===== config.mk =====
export PLATFORM = sky130hd
export DESIGN_NAME = multicycle_ctrl
export DESIGN_NICKNAME = d
export VERILOG_FILES = /design/src/rtl/dlx_ctrl_pkg.sv /design/src/rtl/dlx_decode.sv /design/src/rtl/multicycle_ctrl.sv
export SDC_FILE = /design/constraint.sdc
export NUM_CORES = 1
export LEC_CHECK = 0
export BUFFER_PORTS_ARGS = -buffer_cell sky130_fd_sc_hd__buf_2
export CAP_MARGIN = 30
export CORE_ASPECT_RATIO = 1.5
export CORE_MARGIN = 3
export CORE_UTILIZATION = 46
export DETAILED_ROUTE_END_ITERATION = 12
export GPL_ROUTABILITY_DRIVEN = 0
export GPL_TIMING_DRIVEN = 0
export HOLD_SLACK_MARGIN = 0.15
export PLACE_DENSITY = 0.79
export SYNTH_ARGS = -nofsm -noshare
export SYNTH_HDL_FRONTEND = slang
export SYNTH_SLANG_ARGS = --single-unit

===== constraint.sdc =====
create_clock -name clk -period 2.08 [get_ports clk]
set_input_delay 0.104 -clock clk [delete_from_list [all_inputs] [get_ports clk]]
set_output_delay 0.104 -clock clk [all_outputs]
set_load 0.02 [all_outputs]

===== src/rtl/dlx_ctrl_pkg.sv =====
// Shared constants and types for the multi-cycle DLX controller:
// opcode/func encodings, ALU operation codes, FSM states and instruction classes.
package dlx_ctrl_pkg;

  localparam logic [5:0] OP_RTYPE = 6'h00;
  localparam logic [5:0] OP_J     = 6'h02;
  localparam logic [5:0] OP_JAL   = 6'h03;
  localparam logic [5:0] OP_BEQZ  = 6'h04;
  localparam logic [5:0] OP_BNEZ  = 6'h05;
  localparam logic [5:0] OP_ADDI  = 6'h08;
  localparam logic [5:0] OP_ADDUI = 6'h09;
  localparam logic [5:0] OP_SUBI  = 6'h0A;
  localparam logic [5:0] OP_ANDI  = 6'h0C;
  localparam logic [5:0] OP_ORI   = 6'h0D;
  localparam logic [5:0] OP_XORI  = 6'h0E;
  localparam logic [5:0] OP_LHI   = 6'h0F;
  localparam logic [5:0] OP_TRAP  = 6'h11;
  localparam logic [5:0] OP_JR    = 6'h12;
  localparam logic [5:0] OP_JALR  = 6'h13;
  localparam logic [5:0] OP_LW    = 6'h23;
  localparam logic [5:0] OP_SW    = 6'h2B;

  localparam logic [5:0] FN_SLL = 6'h04;
  localparam logic [5:0] FN_SRL = 6'h06;
  localparam logic [5:0] FN_SRA = 6'h07;
  localparam logic [5:0] FN_ADD = 6'h20;
  localparam logic [5:0] FN_SUB = 6'h22;
  localparam logic [5:0] FN_AND = 6'h24;
  localparam logic [5:0] FN_OR  = 6'h25;
  localparam logic [5:0] FN_XOR = 6'h26;
  localparam logic [5:0] FN_SLT = 6'h2A;

  localparam logic [3:0] ALU_ADD = 4'd0;
  localparam logic [3:0] ALU_SUB = 4'd1;
  localparam logic [3:0] ALU_AND = 4'd2;
  localparam logic [3:0] ALU_OR  = 4'd3;
  localparam logic [3:0] ALU_XOR = 4'd4;
  localparam logic [3:0] ALU_SLL = 4'd5;
  localparam logic [3:0] ALU_SRL = 4'd6;
  localparam logic [3:0] ALU_SRA = 4'd7;
  localparam logic [3:0] ALU_SLT = 4'd8;

  typedef enum logic [2:0] {
    START  = 3'd0,
    FETCH  = 3'd1,
    DECODE = 3'd2,
    EXEC   = 3'd3,
    MEM    = 3'd4,
    WB     = 3'd5,
    HALT   = 3'd6
  } state_t;

  typedef enum logic [3:0] {
    ALU_R    = 4'd0,
    ALU_I    = 4'd1,
    LOAD     = 4'd2,
    STORE    = 4'd3,
    BRANCH   = 4'd4,
    JUMP     = 4'd5,
    JUMP_REG = 4'd6,
    TRAP     = 4'd7,
    ILLEGAL  = 4'd8
  } instr_class_t;

endpackage


===== src/rtl/dlx_decode.sv =====
// Combinational instruction decoder: maps the latched opcode/func to an
// instruction class and the datapath operand/ALU selects.
module dlx_decode
  import dlx_ctrl_pkg::*;
(
  input  logic [5:0]   opcode,
  input  logic [5:0]   func,
  output instr_class_t iclass,
  output logic [3:0]   alu_ctrl,
  output logic         ext_op,
  output logic         lhi_op,
  output logic         r_type
);

  always_comb begin
    iclass   = ILLEGAL;
    alu_ctrl = ALU_ADD;
    ext_op   = 1'b0;
    lhi_op   = 1'b0;
    r_type   = 1'b0;
    case (opcode)
      OP_RTYPE: begin
        iclass = ALU_R;
        r_type = 1'b1;
        case (func)
          FN_ADD:  alu_ctrl = ALU_ADD;
          FN_SUB:  alu_ctrl = ALU_SUB;
          FN_AND:  alu_ctrl = ALU_AND;
          FN_OR:   alu_ctrl = ALU_OR;
          FN_XOR:  alu_ctrl = ALU_XOR;
          FN_SLL:  alu_ctrl = ALU_SLL;
          FN_SRL:  alu_ctrl = ALU_SRL;
          FN_SRA:  alu_ctrl = ALU_SRA;
          FN_SLT:  alu_ctrl = ALU_SLT;
          default: iclass   = ILLEGAL;
        endcase
      end
      OP_ADDI:  begin iclass = ALU_I; ext_op = 1'b1; alu_ctrl = ALU_ADD; end
      OP_ADDUI: begin iclass = ALU_I; alu_ctrl = ALU_ADD; end
      OP_SUBI:  begin iclass = ALU_I; ext_op = 1'b1; alu_ctrl = ALU_SUB; end
      OP_ANDI:  begin iclass = ALU_I; alu_ctrl = ALU_AND; end
      OP_ORI:   begin iclass = ALU_I; alu_ctrl = ALU_OR; end
      OP_XORI:  begin iclass = ALU_I; alu_ctrl = ALU_XOR; end
      // LHI shifts the zero-extended imm16 left by a constant 16.
      OP_LHI:   begin iclass = ALU_I; lhi_op = 1'b1; alu_ctrl = ALU_SLL; end
      OP_LW:    begin iclass = LOAD;  ext_op = 1'b1; alu_ctrl = ALU_ADD; end
      OP_SW:    begin iclass = STORE; ext_op = 1'b1; alu_ctrl = ALU_ADD; end
      OP_BEQZ, OP_BNEZ: begin iclass = BRANCH; ext_op = 1'b1; end
      OP_J, OP_JAL:     iclass = JUMP;
      OP_JR, OP_JALR:   iclass = JUMP_REG;
      OP_TRAP:          iclass = TRAP;
      default:          iclass = ILLEGAL;
    endcase
  end

endmodule


===== src/rtl/multicycle_ctrl.sv =====
// Multi-cycle DLX sequencer: owns the IR copy and the FETCH/DECODE/EXEC/MEM/WB
// state machine, and drives every datapath and memory-port control strobe.
module multicycle_ctrl
  import dlx_ctrl_pkg::*;
#(
  parameter int WIDTH = 32
) (
  input  logic             clk,
  input  logic             reset,
  input  logic [0:WIDTH-1] instr,
  input  logic             mem_ready,
  input  logic             a_zero,
  output logic             mem_req,
  output logic             mem_we,
  output logic             addr_sel,
  output logic             ir_we,
  output logic             pc_we,
  output logic             reg_we,
  output logic             mem_to_reg,
  output logic             ext_op,
  output logic             lhi_op,
  output logic             r_type,
  output logic [3:0]       alu_ctrl,
  output logic             branch,
  output logic             leap,
  output logic             reg_to_pc,
  output logic             link,
  output logic             halted,
  output logic [2:0]       dbg_state
);

  // Memory handshake: mem_req/mem_we/addr_sel are decoded from state only, so
  // they stay stable until the edge where mem_ready=1 completes the request;
  // mem_ready is only looked at in FETCH and MEM, where mem_req is high.

  state_t       state, state_nxt;
  logic [5:0]   ir_op, ir_func;
  instr_class_t iclass;
  logic [3:0]   dec_alu;
  logic         dec_ext, dec_lhi, dec_rt;
  logic         unused_instr_bits;

  // Only opcode and func steer control; register/immediate fields go straight to the datapath.
  assign unused_instr_bits = ^instr[6:25];
  assign dbg_state         = state;

  always_ff @(posedge clk or negedge reset) begin
    if (!reset) begin
      state   <= START;
      ir_op   <= 6'd0;
      ir_func <= 6'd0;
    end else begin
      state <= state_nxt;
      if (ir_we) begin
        ir_op   <= instr[0:5];
        ir_func <= instr[26:31];
      end
    end
  end

  dlx_decode u_decode (
    .opcode   (ir_op),
    .func     (ir_func),
    .iclass   (iclass),
    .alu_ctrl (dec_alu),
    .ext_op   (dec_ext),
    .lhi_op   (dec_lhi),
    .r_type   (dec_rt)
  );

  always_comb begin
    state_nxt  = state;
    mem_req    = 1'b0;
    mem_we     = 1'b0;
    addr_sel   = 1'b0;
    ir_we      = 1'b0;
    pc_we      = 1'b0;
    reg_we     = 1'b0;
    mem_to_reg = 1'b0;
    ext_op     = 1'b0;
    lhi_op     = 1'b0;
    r_type     = 1'b0;
    alu_ctrl   = ALU_ADD;
    branch     = 1'b0;
    leap       = 1'b0;
    reg_to_pc  = 1'b0;
    link       = 1'b0;
    halted     = 1'b0;

    // Operand/ALU selects are held from EXEC through MEM and WB.
    if (state == EXEC || state == MEM || state == WB) begin
      ext_op   = dec_ext;
      lhi_op   = dec_lhi;
      r_type   = dec_rt;
      alu_ctrl = dec_alu;
    end

    case (state)
      START: state_nxt = FETCH;
      FETCH: begin
        mem_req = 1'b1;
        if (mem_ready) begin
          ir_we     = 1'b1;
          pc_we     = 1'b1;
          state_nxt = DECODE;
        end
      end
      DECODE: begin
        if (iclass == TRAP || iclass == ILLEGAL) state_nxt = HALT;
        else                                     state_nxt = EXEC;
      end
      EXEC: begin
        case (iclass)
          BRANCH: begin
            branch    = 1'b1;
            pc_we     = (ir_op == OP_BEQZ) ? a_zero : !a_zero;
            state_nxt = FETCH;
          end
          JUMP: begin
            leap      = 1'b1;
            pc_we     = 1'b1;
            link      = (ir_op == OP_JAL);
            reg_we    = (ir_op == OP_JAL);
            state_nxt = FETCH;
          end
          JUMP_REG: begin
            reg_to_pc = 1'b1;
            pc_we     = 1'b1;
            link      = (ir_op == OP_JALR);
            reg_we    = (ir_op == OP_JALR);
            state_nxt = FETCH;
          end
          LOAD, STORE:  state_nxt = MEM;
          ALU_R, ALU_I: state_nxt = WB;
          default:      state_nxt = HALT;
        endcase
      end
      MEM: begin
        mem_req  = 1'b1;
        addr_sel = 1'b1;
        mem_we   = (iclass == STORE);
        if (mem_ready) state_nxt = (iclass == STORE) ? FETCH : WB;
      end
      WB: begin
        reg_we     = 1'b1;
        mem_to_reg = (iclass == LOAD);
        state_nxt  = FETCH;
      end
      HALT: begin
        halted    = 1'b1;
        state_nxt = HALT;
      end
      default: state_nxt = START;
    endcase
  end

endmodule


==> results of run 1 <==
[logic make-up (layout without fill, tap and decap cells)]
| family | Yosys count | count (layout) | synth area share (%) |
|---|---|---|---|
| and+or+nand+nor | 69 | 69 | 31.4 |
| AOI/OAI and AO/OA | 31 | 31 | 20.4 |
| buffers and inverters | 17 | 72 | 6.14 |
| DFF | 15 | 15 | 30.7 |
| muxes | 10 | 10 | 9.11 |
| xor gates and xnor gates | 2 | 2 | 1.43 |
| adders and majority gates | 1 | 1 | 0.819 |
[where the power goes]
part / leakage (nW) / internal (mW) / total, mW / switching [mW]
clock network: 0.0150 / 0.0747 / 0.173 / 0.0980
logic: 0.520 / 0.636 / 1.57 / 0.936
registers: 0.177 / 0.447 / 0.673 / 0.226
[worst paths after layout]
path	from	to	slack [ps]
max	ir_op[1]	alu_ctrl[1]	60
max reg2reg	ir_op[4]	dbg_state[1]	360
min in group asynchronous	reset	ir_func[5]	230
min reg2reg	dbg_state[2]	dbg_state[0]	650
min	mem_ready	dbg_state[0]	180
max in group asynchronous	reset	dbg_state[0]	1570
[repair_timing]
item / CTS / global route
hold buffers: 13 / 0
pin swaps: 1 / 0
setup buffers: 1 / 0
setup endpoints to repair: 4 / 7
gates resized for setup: 2 / 11
endpoints found under the hold margin: 27 / 0
[state kept, by name (all words and copies together), names as in the netlist]
register / flops
ir_func: 6
ir_op: 6
dbg_state: 3
[synth_stat cells (5+ instances only)]
cell type / instances / area (um2)
nor2_1: 16 / 60.1
dfrtp_1: 15 / 375
nand2_1: 10 / 37.5
mux2_2: 9 / 101
nand3_1: 9 / 45.0
inv_1: 7 / 26.3
o21ai_0: 7 / 35.0
a21oi_1: 6 / 30.0
buf_2: 6 / 30.0
nor3_1: 6 / 30.0
nand2b_1: 5 / 31.3
nor4_1: 5 / 31.3
[layer usage]
| metal | global-route usage, % | wire length, um |
|---|---|---|
| met3 | 2.61 | 199 |
| met1 | 30.0 | 1300 |
| met4 | 5.39 | 50 |
| met5 | 0 | 0 |
| met2 | 38.9 | 1920 |
[final cells by class]
cell class	instances	area, um2	share of cell area, %
Tap cell	36	45.0	2.74
Clock buffer	4	26.3	1.60
Sequential cell	15	379	23.1
Multi-Input combinational cell	113	791	48.1
Inverter	7	26.3	1.60
Buffer	10	52.6	3.20
Timing Repair Buffer	51	323	19.6
[stage by stage]
step | util, % | cell area [um2]
after global routing | 65.6 | 1640
after floorplan | - | 1220
after CTS | 64.9 | 1630
final | 65.6 | 1640
after detailed placement | 58.0 | 1450
after global placement | 58.0 | 1450
[tightest hold or removal path: cells and delay by family]
kind | cells | cell delay (ps)
buffers and inverters | 1 | 100
AO/OA/AOI/OAI | 2 | 210
==> reports/qor.yml, run 1 <==
sta:
  finalSetupTns_ps: 0
  finalCriticalPeriod_ps: 2020
  hold_ws_ps: 176
  fmax_mhz: 494
  finalHoldViolCount: 0
  relSlewSlack_pct: 69.5
  skew_ps: 8.73
  rsz0062_at_grt: "no"
  finalCritPeriodShare_pct: 97.3
  worst_pin_slew_ps: 457
  setup_ws_ps: 55.6
  drv_slew: 0
  finalSetupViolations: 0
synth:
  syn_nets: 181
  synth.avg_cell_area_um2: 8.43
  synthDistinctLibCells: 49
  seq_area_frac_synth_pct: 30.7
  ys_warn_count: 0
  synth_area_um2: 1220
  synth-async-reset-ratio_pct: 100
  synth_cells: 145
  synth_seq_cells: 15
  synth-edff-count: 0
  ys.flop_type: "dfrtp_1"
finish:
  nNetsFinal: 237
  fin_cells: 236
  final_cell_mix: "buf_2, nor2_1, dlygate4sd3_1"
  num_antenna_cells: 0
  final_common_cell: "buf_2"
  fillers: 216
  drive_gt1_share_pct: 37.5
  areaGrowthSynthToFinish_pct: 34.4
global_route:
  grt_max_degree: 16
  grtUsageTotal_pct: 23.1
  grt_pass1_vias: 1315
  grt_pass1_wl_mm: 5.84
  grt_antenna_before_repair: 0
  grt-ovfl-total: 0
worst_setup_path:
  path_class: "reg -> out"
  slowest_delay_ps: 450
  crit_required_ps: 1980
  end_kind: "primary output"
  r2r.worst_path.cells: 6
  arrival_ps: 1920
  crit_fanout: 10
  cpMostUsedCell: "buf_2"
  crit_buf_inv: 2
  path_cells: "buf_2 > nand2b_1 > or4_1 > a21oi_1 > buf_2"
  crit_cells: 5
  cp_top_family: "simple AND/OR/NAND/NOR gates"
  cp_slowest_cell: "dfrtp_2"
  worst_setup_path_start_kind: "flip-flop"
cts:
  cts_buffers: 3
  cts-root-buf: "clkbuf_4"
  clkSinkCount: 15
  cts_tree: "yes"
  cts.clk_slew.worst_paths_ps: 80
  cts_buffer_depth: 2
  htree_num_levels: 1
  insertion_delay_ps: 290
die:
  die_w_um: 48.1
  top_level_ports: 58
  dieArea_um2: 3320
  dieHeight_um: 69.1
  rows: 22
  core-area_um2: 2500
  start_util_pct: 48.8
route:
  wirelength_mm: 3.47
  drc: 0
  ant_nets: 0
  avgViaCountPerCell: 5.72
  drt_iter0_drc: 45
  via_count: 1351
  drt_pass1_iterations: 4
  post_drt_wl_per_cell_um: 14.7
placement:
  place_inst: 218
  post-place-ws_ps: 277
  dp.final_hpwl_mm: 2.53
  port_buffers: 37
pwr:
  p_per_area_nw_per_um2: 1470
  finalPower_mw: 2.42
  ir_worst_vdd_uv: 883
  p_leak_nw: 0.712
worst_hold_path:
  hp-class: "in -> reg"
  hold_depth: 3
run:
  cap_viol_max_count: 0
run_status:
  status: "finished, final reports clean"
(Power assumes the default switching activity.)
==> inputs of run 2 (changes only) <==
- BUFFER_PORTS_ARGS: -buffer_cell sky130_fd_sc_hd__buf_2 -> -buffer_cell sky130_fd_sc_hd__buf_4
- CORE_MARGIN: 3 -> 2
==> reports/qor.yml, run 2 (synthesis gave the netlist of run 1 again) <==
die:
  dieArea_um2: 3090  # was 3320 um2
  dieHeight_um: 67.1  # was 69.1 um
  die_w_um: 46.1  # was 48.1 um
  start_util_pct: 49.3  # was 48.8%
  rows: 22  # unchanged
  top_level_ports: 58  # unchanged
  core-area_um2: 2480  # was 2500 um2
placement:
  dp.final_hpwl_mm: 2.50  # was 2.53 mm
  port_buffers: 37  # unchanged
finish:
  final_cell_mix: "buf_4, nor2_1, dfrtp_1, dlygate4sd3_1, nand2_1"  # was buf_2, nor2_1, dlygate4sd3_1
  areaGrowthSynthToFinish_pct: 41.2  # was 34.4%
  nNetsFinal: 237  # unchanged
  drive_gt1_share_pct: 38.0  # was 37.5%
  fillers: 213  # was 216
  num_antenna_cells: 0  # unchanged
  fin_util_pct: 69.7  # was 65.6%
  final_common_cell: "buf_4"  # was buf_2
sta:
  drv_slew: 0  # unchanged
  worst_pin_slew_ps: 438  # was 457 ps
  skew_ps: 12.7  # was 8.73 ps
  finalHoldViolCount: 0  # unchanged
  finalSetupViolations: 0  # unchanged
  finalCritPeriodShare_pct: 97.4  # was 97.3%
  fmax_mhz: 494  # about the same
  finalCriticalPeriod_ps: 2030  # was 2020 ps
  relSlewSlack_pct: 70.8  # was 69.5%
worst_setup_path:
  crit_required_ps: 1980  # about the same
  r2r.worst_path.cells: 6  # unchanged
  worstSetupEndpoint: "alu_ctrl[1]"  # unchanged
  crit_fanout: 10  # unchanged
  r2r-end: "dbg_state[1]"  # unchanged
  end_kind: "primary output"  # unchanged
  worst_setup_path_start_kind: "flip-flop"  # unchanged
  path_class: "reg -> out"  # unchanged
  arrival_ps: 1920  # about the same
  worstSetupStartpoint: "ir_op[1]"  # unchanged
  r2r_setup_slack_ps: 330  # was 360 ps
  worst_r2r_startpoint: "ir_op[4]"  # unchanged
cts:
  cts_tree: "yes"  # unchanged
  cts.clk_slew.worst_paths_ps: 120  # was 80 ps
  cts_buffers: 3  # unchanged
  cts_buffer_depth: 2  # unchanged
  clkSinkCount: 15  # unchanged
  htree_num_levels: 1  # unchanged
  insertion_delay_ps: 310  # was 290 ps
  cts-root-buf: "clkbuf_4"  # unchanged
route:
  post_drt_wl_per_cell_um: 16.0  # was 14.7 um
  ant_nets: 0  # unchanged
  drc: 0  # unchanged
  drt_pass1_iterations: 4  # unchanged
  drt_iter0_drc: 43  # was 45
  via_count: 1356  # was 1351
  wirelength_mm: 3.60  # was 3.47 mm
  avgViaCountPerCell: 6.05  # was 5.72
run_status:
  status: "finished, final reports clean"  # unchanged
global_route:
  grt-ovfl-total: 0  # unchanged
  grtUsageTotal_pct: 25.5  # was 23.1%
  grt_antenna_before_repair: 0  # unchanged
  grt_pass1_wl_mm: 5.91  # was 5.84 mm
  grt_pass1_vias: 1388  # was 1315
  grt_max_degree: 16  # unchanged
run:
  cap_viol_max_count: 0  # unchanged
pwr:
  p_per_area_nw_per_um2: 1450  # was 1470 nW/um2
  finalPower_mw: 2.51  # was 2.42 mW
  ir_worst_vdd_uv: 1000  # was 883 uV
  p_leak_nw: 0.730  # was 0.712 nW
worst_hold_path:
  hp-class: "in -> reg"  # unchanged
## run 2: timing repair
action / CTS / global route
hold buffers: 13 / 0
gates resized for setup: 0 / 14
setup endpoints to repair: 1 / 6
setup buffers: 1 / 0
pin swaps: 1 / 0
endpoints found under the hold margin: 27 / 0
## run 2: critical path, cell delays in order, from the launching register on
cell and delay [ps]:
dfrtp_1 470, buf_4 200, nand2b_1 180, or4_1 430, a21oi_2 160, buf_4 160
## run 2: how the worst min path moves through the flow
| stage | from | cells past startpoint | to |
|---|---|---|---|
| 6_report | mem_ready | 3 | dbg_state[0] |
| 5_1_grt | mem_ready | 3 | dbg_state[0] |
| 4_1_cts | mem_ready | 3 | dbg_state[0] |
| 3_5_place_dp | reset | 1 | ir_op[4] |
| 3_3_place_gp | reset | 1 | dbg_state[0] |
| 2_1_floorplan | reset | 0 | dbg_state[0] |
## run 2: layout make-up
| cell class | count | area (um2) | share of cell area, % |
|---|---|---|---|
| Multi-Input combinational cell | 113 | 796 | 46.1 |
| Timing Repair Buffer | 51 | 415 | 24.1 |
| Sequential cell | 15 | 378 | 21.9 |
| Buffer | 10 | 53.8 | 3.12 |
| Tap cell | 24 | 30.0 | 1.74 |
| Inverter | 7 | 26.3 | 1.52 |
| Clock buffer | 3 | 22.5 | 1.30 |
| Clock inverter | 1 | 5.00 | 0.290 |
## run 2: routing by layer
| layer | vias to the layer above | GRT usage [%] | wire (um) |
|---|---|---|---|
| li1 | 637 | - | - |
| met1 | 641 | 25.5 | 1320 |
| met2 | 63 | 48.1 | 1980 |
| met3 | 15 | 4.01 | 199 |
| met4 | 0 | 12.1 | 103 |
| met5 | - | 0 | 0 |
## run 2: power breakdown
part / internal (mW) / switching (mW) / total (mW)
Combinational: 0.700 / 0.947 / 1.65
Sequential: 0.444 / 0.222 / 0.666
Clock: 0.0717 / 0.123 / 0.195
## run 2: metrics by stage
step | hold WS, ps | area (um2) | TNS [ps] | setup WS [ps] | cells
final | 139 | 1730 | 0 | 54.9 | 224
after global routing | 167 | 1730 | -1.19 | -1.19 | 224
after floorplan | -192 | 1220 | 0 | 198 | 145
after detailed placement | -24.1 | 1530 | 0 | 259 | 206
after global placement | -33.6 | 1530 | 0 | 265 | 206
after CTS | 151 | 1700 | 0 | 4.97 | 224
==> inputs of run 3 (changes only) <==
==> constraint.sdc (replaced) <==
create_clock -name clk -period 2.08 [get_ports clk]
set_input_delay 0.208 -clock clk [delete_from_list [all_inputs] [get_ports clk]]
set_output_delay 0.208 -clock clk [all_outputs]
set_load 0.02 [all_outputs]
==> reports/qor.yml, run 3 (synthesis gave the netlist of run 1 again) <==
pwr:
  p_clk_share_pct: 7.2  # was 7.8%
  p_comb_share_pct: 67.3  # was 65.7%
  switchingPower_mw: 1.34  # was 1.29 mW
  ir_worst_vdd_uv: 1020  # was 1000 uV
  p_leak_nw: 0.760  # was 0.730 nW
  p_per_area_nw_per_um2: 1480  # was 1450 nW/um2
  internal_power_mw: 1.31  # was 1.22 mW
  power_frac_seq_pct: 25.5  # was 26.6%
  switching_share_pct: 50.7  # was 51.5%
worst_hold_path:
  hp-class: "in -> reg"  # unchanged
  whs_endpoint: "ir_op[1]"  # was dbg_state[0]
  hold_depth: 2  # was 3
  hp-start: "instr[4]"  # was mem_ready
worst_setup_path:
  crit_required_ps: 1870  # was 1980 ps
  cp_top_family: "simple AND/OR/NAND/NOR gates"  # unchanged
  r2r-end: "dbg_state[1]"  # unchanged
  arrival_ps: 1860  # was 1920 ps
  path_class: "reg -> out"  # unchanged
  end_kind: "primary output"  # unchanged
  worst_setup_path_start_kind: "flip-flop"  # unchanged
  r2r.worst_path.cells: 6  # unchanged
  path_cells: "buf_4 > nand2b_4 > or4_4 > a21oi_2 > buf_4"  # was buf_4 > nand2b_1 > or4_1 > a21oi_2 > buf_4
  cp_slowest_cell: "dfrtp_2"  # was dfrtp_1
  worst_r2r_startpoint: "ir_op[4]"  # unchanged
  r2r_setup_slack_ps: 250  # was 330 ps
  crit_fanout: 10  # unchanged
  crit_buf_inv: 2  # unchanged
  cpMostUsedCell: "buf_4"  # unchanged
  slowest_delay_ps: 460  # was 470 ps
  crit_cells: 5  # unchanged
finish:
  final_common_cell: "buf_4"  # unchanged
  num_antenna_cells: 0  # unchanged
  seq_area_um2: 382  # was 378 um2
  fillers: 199  # was 213
  fin_util_pct: 72.3  # was 69.7%
  multiInputGateArea_um2: 830  # was 796 um2
  areaGrowthSynthToFinish_pct: 46.5  # was 41.2%
  nNetsFinal: 240  # was 237
  final_cell_mix: "buf_4, nor2_1, dlygate4sd3_1"  # was buf_4, nor2_1, dfrtp_1, dlygate4sd3_1, nand2_1
  drive_gt1_share_pct: 42.9  # was 38.0%
placement:
  dp.final_hpwl_mm: 2.50  # unchanged
  port_buffers: 37  # unchanged
  post-place-ws_ps: 155  # was 259 ps
sta:
  finalCritPeriodShare_pct: 99.2  # was 97.4%
  finalCriticalPeriod_ps: 2060  # was 2030 ps
  fmax_mhz: 485  # was 494 MHz
  skew_ps: 7.91  # was 12.7 ps
  rsz0062_at_grt: "yes"
  relSlewSlack_pct: 77.7  # was 70.8%
  worst_pin_slew_ps: 331  # was 438 ps
  finalSetupViolations: 0  # unchanged
  setup_ws_ps: 17.0  # was 54.9 ps
  drv_slew: 0  # unchanged
  finalHoldViolCount: 0  # unchanged
die:
  dieHeight_um: 67.1  # unchanged
  dieArea_um2: 3090  # unchanged
  start_util_pct: 49.3  # unchanged
  rows: 22  # unchanged
  die_w_um: 46.1  # unchanged
  core-area_um2: 2480  # unchanged
  top_level_ports: 58  # unchanged
cts:
  insertion_delay_ps: 300  # was 310 ps
  clkSinkCount: 15  # unchanged
  cts_buffer_depth: 2  # unchanged
  htree_num_levels: 1  # unchanged
  cts_tree: "yes"  # unchanged
  cts.clk_slew.worst_paths_ps: 120  # about the same
  cts-root-buf: "clkbuf_4"  # unchanged
  cts_buffers: 3  # unchanged
route:
  ant_nets: 0  # unchanged
  drt_pass1_iterations: 4  # unchanged
  via_count: 1383  # was 1356
  wirelength_mm: 3.62  # was 3.60 mm
  avgViaCountPerCell: 6.09  # was 6.05
  drc: 0  # unchanged
  post_drt_wl_per_cell_um: 15.9  # was 16.0 um
  drt_iter0_drc: 67  # was 43
global_route:
  grtUsageTotal_pct: 25.6  # was 25.5%
  grt_antenna_before_repair: 0  # unchanged
  grt-ovfl-total: 0  # unchanged
  grt_pass1_vias: 1411  # was 1388
  grt_max_degree: 16  # unchanged
  grt_pass1_wl_mm: 5.93  # was 5.91 mm
run_status:
  status: "finished, final reports clean"  # unchanged
run:
  cap_viol_max_count: 0  # unchanged
==> run 3: changes by cell type in the layout (fill, tap and decap cells not counted), moves of 2 or more <==
cell      change
buf_2         -2
buf_4         +4
clkbuf_4      +2
dfrtp_1       -3
dfrtp_2       +3
o21ai_0       -2
o21ai_1       +2
==> run 3: area by class of cell <==
cell class	count	area share, %
Multi-Input combinational cell	113	46.3
Sequential cell	15	21.3
Buffer	10	3.35
Inverter	7	1.47
Timing Repair Buffer	54	24.3
Clock inverter	1	0.280
Clock buffer	3	1.26
Tap cell	24	1.68
==> run 3: metal layers <==
metal | track usage [%] | wire length (um) | vias up
met5 | 0 | 0 | -
met4 | 10.7 | 102 | 0
met3 | 4.28 | 226 | 13
met2 | 50.3 | 2060 | 63
met1 | 24.2 | 1230 | 660
li1 | - | - | 647
==> run 3: worst max path at each step <==
stage                  from          end  slack (ps)
2_1_floorplan  dbg_state[0]       lhi_op          90
3_3_place_gp   dbg_state[2]        pc_we         160
3_5_place_dp   dbg_state[2]        pc_we         150
4_1_cts            ir_op[1]  alu_ctrl[1]           7
5_1_grt            ir_op[4]        pc_we         -60
6_report           ir_op[1]  alu_ctrl[1]          20
==> run 3: worst register-to-register path: cells and delay by family, from the launching register on <==
kind | cells | cell delay, ps
AOI/OAI and AO/OA | 2 | 580
buffers and inverters | 1 | 210
DFF | 1 | 430
and+or+nand+nor | 3 | 500
==> run 3: what timing repair did <==
action	in CTS	in global routing
endpoints found under the setup margin	5	8
pin swaps	1	1
setup buffers	1	4
hold buffers	12	0
resized for setup	3	26
endpoints found under the hold margin	26	0
==> run 3: metrics by stage <==
step	area [um2]	power (mW)	cells	hold WS, ps	TNS [ps]
after floorplan	1220	1.76	145	-87.6	0
after global placement	1530	2.13	206	70.4	0
after detailed placement	1530	2.19	206	79.9	0
after CTS	1700	2.42	223	151	0
after global routing	1790	2.85	227	153	-120
final	1790	2.65	227	142	0
==> run 3: power groups by stage <==
stage / registers [mW] / clock network (mW) / logic [mW]
after CTS: 0.640 / 0.186 / 1.59
final: 0.676 / 0.191 / 1.79
after detailed placement: 0.639 / 0 / 1.55
after floorplan: 0.631 / 0 / 1.13
after global routing: 0.705 / 0.198 / 1.94
after global placement: 0.630 / 0 / 1.50
